<file path="src/rtl/regfile_read_port.sv">
// rtl/regfile_read_port.sv - register file storage with two registered read ports, bypass and stall refresh
module regfile_read_port #(
  parameter int WIDTH    = 64,
  parameter int ZERO_REG = 31
) (
  input  logic             clk,
  input  logic             reset,
  input  logic [31:0]      wren,
  input  logic [WIDTH-1:0] wrdata,
  input  logic             rd_en,
  input  logic             stall,
  input  logic [4:0]       rdaddr1,
  input  logic [4:0]       rdaddr2,
  output logic [WIDTH-1:0] rddata1,
  output logic [WIDTH-1:0] rddata2,
  output logic             rd_valid,
  output logic             wr_err
);

  localparam logic [4:0] ZADDR = 5'(ZERO_REG);

  logic [WIDTH-1:0] mem [32];
  logic [4:0]       held1;
  logic [4:0]       held2;

  logic             wr_any;
  logic             wr_multi;
  logic             wr_ok;
  logic [4:0]       wr_idx;
  logic [WIDTH-1:0] cap1;
  logic [WIDTH-1:0] cap2;
  logic             ref_hit1;
  logic             ref_hit2;

  // Decode the one-hot write enable into an index and classify it as none / single / multiple.
  always_comb begin
    wr_idx   = 5'd0;
    wr_any   = |wren;
    wr_multi = (wren & (wren - 32'd1)) != 32'd0;
    for (int i = 0; i < 32; i++) begin
      if (wren[i]) wr_idx = 5'(i);
    end
    wr_ok = wr_any && !wr_multi && (wr_idx != ZADDR);
  end

  // Post-write view of the addressed registers: zero register wins, then same-cycle bypass, then storage.
  always_comb begin
    cap1 = mem[rdaddr1];
    cap2 = mem[rdaddr2];
    if (wr_ok && (wr_idx == rdaddr1)) cap1 = wrdata;
    if (wr_ok && (wr_idx == rdaddr2)) cap2 = wrdata;
    if (rdaddr1 == ZADDR) cap1 = '0;
    if (rdaddr2 == ZADDR) cap2 = '0;
    ref_hit1 = rd_valid && wr_ok && (wr_idx == held1);
    ref_hit2 = rd_valid && wr_ok && (wr_idx == held2);
  end

  // Register storage; only a single-bit write to a non-zero register lands.
  always_ff @(posedge clk) begin
    if (reset) begin
      for (int i = 0; i < 32; i++) mem[i] <= '0;
    end else if (wr_ok) begin
      mem[wr_idx] <= wrdata;
    end
  end

  // Multi-bit write enables are flagged one cycle later.
  always_ff @(posedge clk) begin
    if (reset) wr_err <= 1'b0;
    else       wr_err <= wr_multi;
  end

  // Read outputs: stall holds and refreshes held operands, otherwise capture or go idle.
  always_ff @(posedge clk) begin
    if (reset) begin
      rddata1  <= '0;
      rddata2  <= '0;
      rd_valid <= 1'b0;
      held1    <= 5'd0;
      held2    <= 5'd0;
    end else if (stall) begin
      if (ref_hit1) rddata1 <= wrdata;
      if (ref_hit2) rddata2 <= wrdata;
    end else if (rd_en) begin
      held1    <= rdaddr1;
      held2    <= rdaddr2;
      rddata1  <= cap1;
      rddata2  <= cap2;
      rd_valid <= 1'b1;
    end else begin
      rd_valid <= 1'b0;
    end
  end

endmodule

</file>
<file path="config.mk">
export PLATFORM = sky130hd
export DESIGN_NAME = regfile_read_port
export DESIGN_NICKNAME = d
export VERILOG_FILES = /design/src/rtl/regfile_read_port.sv
export SDC_FILE = /design/constraint.sdc
export NUM_CORES = 2
export LEC_CHECK = 0
export ABC_CLOCK_PERIOD_IN_PS = 4700
export BUFFER_PORTS_ARGS = -buffer_cell sky130_fd_sc_hd__buf_2
export CAP_MARGIN = 20
export CORE_ASPECT_RATIO = 0.5
export CORE_MARGIN = 5
export CORE_UTILIZATION = 55
export CTS_BUF_LIST = sky130_fd_sc_hd__clkbuf_4 sky130_fd_sc_hd__clkbuf_8 sky130_fd_sc_hd__clkbuf_16
export DETAILED_ROUTE_END_ITERATION = 8
export PLACE_DENSITY = 0.74
export SKIP_CTS_REPAIR_TIMING = 1
export SKIP_LAST_GASP = 1
export SYNTH_ARGS = -nofsm -noshare
export SYNTH_HDL_FRONTEND = slang
export SYNTH_SLANG_ARGS = --single-unit
export TNS_END_PERCENT = 5
</file>
<file path="constraint.sdc">
create_clock -name clk -period 4.7 [get_ports clk]
set_input_delay 0.94 -clock clk [delete_from_list [all_inputs] [get_ports clk]]
set_output_delay 0.94 -clock clk [all_outputs]
set_load 0.01 [all_outputs]
</file>
==> metrics.txt <==
library cells used by synthesis=66; Via Count=76.21k; drt total wl=389300 um; post-synthesis cell count=7459; Final ANT Viol Nets=0; Seq/Total Area, Yosys=0.5508; DRC viols=0; R2R Setup Slk=about 2100 ps; Post-synth ARST share=0; R2R cell count=6; num rows=between 100 and 150; Mean Syn Cell Area=15.65 sq um; 1st-iter DRT viols=around 13k; RSZ-0062 raised after global routing=false; H-tree depth=4; Main synth FF type=edfxtp_1; Worst-path clk slew=60 ps; initial antenna violation count=36; commonest non-fill, non-tap cell in the layout=and2_1; Worst Setup SP=wren[25]; clk sink count=2188; status=complete, no violations; Root Driver=clkbuf_16; Pwr Total=46.01 mW; number of flops mapped to enable cells by yosys=2048; Max-Cap Viols=0; Worst VDD drop=0.2990 mV; Core Area=roughly 210000 sq um; CTS tree=done; worst-case clock buffer depth=4; Die Y=around 340 um; final clock skew=between 50 and 60 ps; Placed Cells incl. Taps=roughly 10k; final core utilization=0.6224; grt total ovfl=0; CP Launch Type=primary input; post-synthesis cell area=116700 sq um; Ports=240; max-slew violations=0; TritonCTS buffer count=about 200; R2R Path Start=mem[24][11]; fraction of layout cells with a size suffix above 1=0.3055; synthesized flop and latch total=2188; final number of setup-violating endpoints=0; critical path type=primary input to flip-flop; Initial Utilization=0.5537; final net count=7603; worst-margin pin slew=~1100 ps; DP HPWL=234600 um; P_leak=44.47 nW; DR WL/cell=36.99 um; I/O Buffers=approximately 240; routability congestion estimate=between 0.9 and 1; fmax=between 0.2 and 0.3 GHz; vias in the first global route=approximately 75k; largest net degree at the start of global routing=between 90 and 100; crit-path max FO=22; Req. time, crit path=around 5200 ps; gr usage total=0.3503; Slew Limit Headroom=0.2480; Post-Layout Cell Count=10.52k; Worst Path Arrival=4290 ps; Vias/cell=7.241; DRT Pass-1 Iters=6; first-pass GRT wire length=555100 um; Critical Path End Type=flip-flop; Period minus WS final=~3800 ps; CP endpoint=mem[28][27]; chip width=661.5 um; Clock Latency Late Sink=880 ps; pwr/cell area=350.6 nW/um^2; fin crit share=0.8041; Hold Fails Final Rpt=0; die area=between 200000 and 250000 sq um; worst min path class=primary input to flip-flop; Total Neg Setup Slack=0 ps; area grow syn2layout=12.41%; most frequent cells in the layout=2052 x and2_1, 2048 x edfxtp_1, 1280 x mux4_2, 227 x buf_2, 219 x buf_4; Yosys Warn Count=0; R2R Path End=rddata2[11]
[final cells by class]
cell class                 instances  area [sq um]
antenna                           24         60.06
clock buffer                     244          5465
clock inverter                   126          1321
fill                           14950         79620
inverter                           6         22.52
multi-input combinational       4442         49670
sequential                      2188         64300
tap                             2843          3557
timing repair buffer             651          6822
[logic make-up after synthesis]
family | count (synthesis) | share of synthesized area
adder cells (fa/ha/maj) | 2 | 0.0001715
buffers and inverters | 892 | 0.02928
AND/OR/NAND/NOR | 2362 | 0.1226
flip-flops | 2188 | 0.5508
AO/OA/AOI/OAI | 591 | 0.03799
other | 1 | 0.00003212
XOR/XNOR | 13 | 0.0009754
multiplexers | 1410 | 0.2581
[worst max-delay path: stages]
cell     delay, ps
buf_2          140
or4_1          610
o21ai_0        200
nand4_1        120
or4_1          670
nor4_4         320
buf_4          210
nand3_1        110
buf_4          250
nor2_4         170
or2_4          230
buf_12         250
[cells in the mapped netlist (4+ instances only)]
master,instances,area share
buf_2,40,0.0017
a211oi_1,131,0.0084
nor2_1,174,0.0056
or4_1,6,0.00039
mux4_2,1280,0.25
nand4_1,4,0.00021
a31oi_1,4,0.00021
nor2b_1,10,0.00054
clkbuf_2,7,0.00030
a21oi_1,17,0.00073
nand2_1,28,0.00090
or2_2,34,0.0018
nor3_1,13,0.00056
and2_1,2052,0.11
a41oi_1,131,0.0098
o211ai_1,5,0.00032
mux2i_1,130,0.011
nand3_1,9,0.00039
buf_1,139,0.0045
o21ai_0,133,0.0057
a2111oi_0,5,0.00038
inv_1,6,0.00019
a21o_1,5,0.00032
edfxtp_1,2048,0.53
xor2_1,5,0.00038
nand2b_1,8,0.00043
clkbuf_1,698,0.022
xnor2_1,8,0.00060
a2111o_1,4,0.00039
a311oi_1,129,0.0097
nor4_1,9,0.00048
dfxtp_1,140,0.024
[routing by layer]
metal | vias up | routed length (um) | global-route usage | share of wire
li1 | 29337 | - | - | -
met1 | 38930 | 133900 | 0.4849 | 0.34
met2 | 6778 | 173900 | 0.5193 | 0.45
met3 | 1155 | 60890 | 0.1063 | 0.16
met4 | 6 | 20560 | 0.1563 | 0.053
met5 | - | 34 | 0 | 0.000087
[worst min-delay path by stage]
stage | from | end | cells after the start
floorplan | held1[3] | held1[3] | 2
global placement | held1[3] | held1[3] | 2
detailed placement | held2[1] | held2[1] | 2
CTS | reset | rd_valid | 2
global route | reset | rd_valid | 2
finish | reset | rd_valid | 2
[power breakdown]
group | internal, mW | leakage (nW) | switching, mW | total [mW]
Sequential | 22.3 | 20.6 | 0.536 | 22.8
Combinational | 2.64 | 20.5 | 3.19 | 5.83
Clock | 9.77 | 3.35 | 7.61 | 17.4
[state kept, by name, indices dropped and copies added, names as in the netlist]
name and flops:
rd_valid 1, rddata2 64, wr_err 1, rddata1 64
held1 5, held2 5, mem 2048
[stage by stage]
stage	hold WS, ps	cell area, sq um	setup WS [ps]
floorplan	441.5	117000	28.40
global placement	453.4	124400	138.4
detailed placement	458.3	124400	173.5
CTS	407.6	131200	1037
global route	424.9	131200	766.6
finish	456.3	131200	920.7
(Power assumes the default switching activity.)
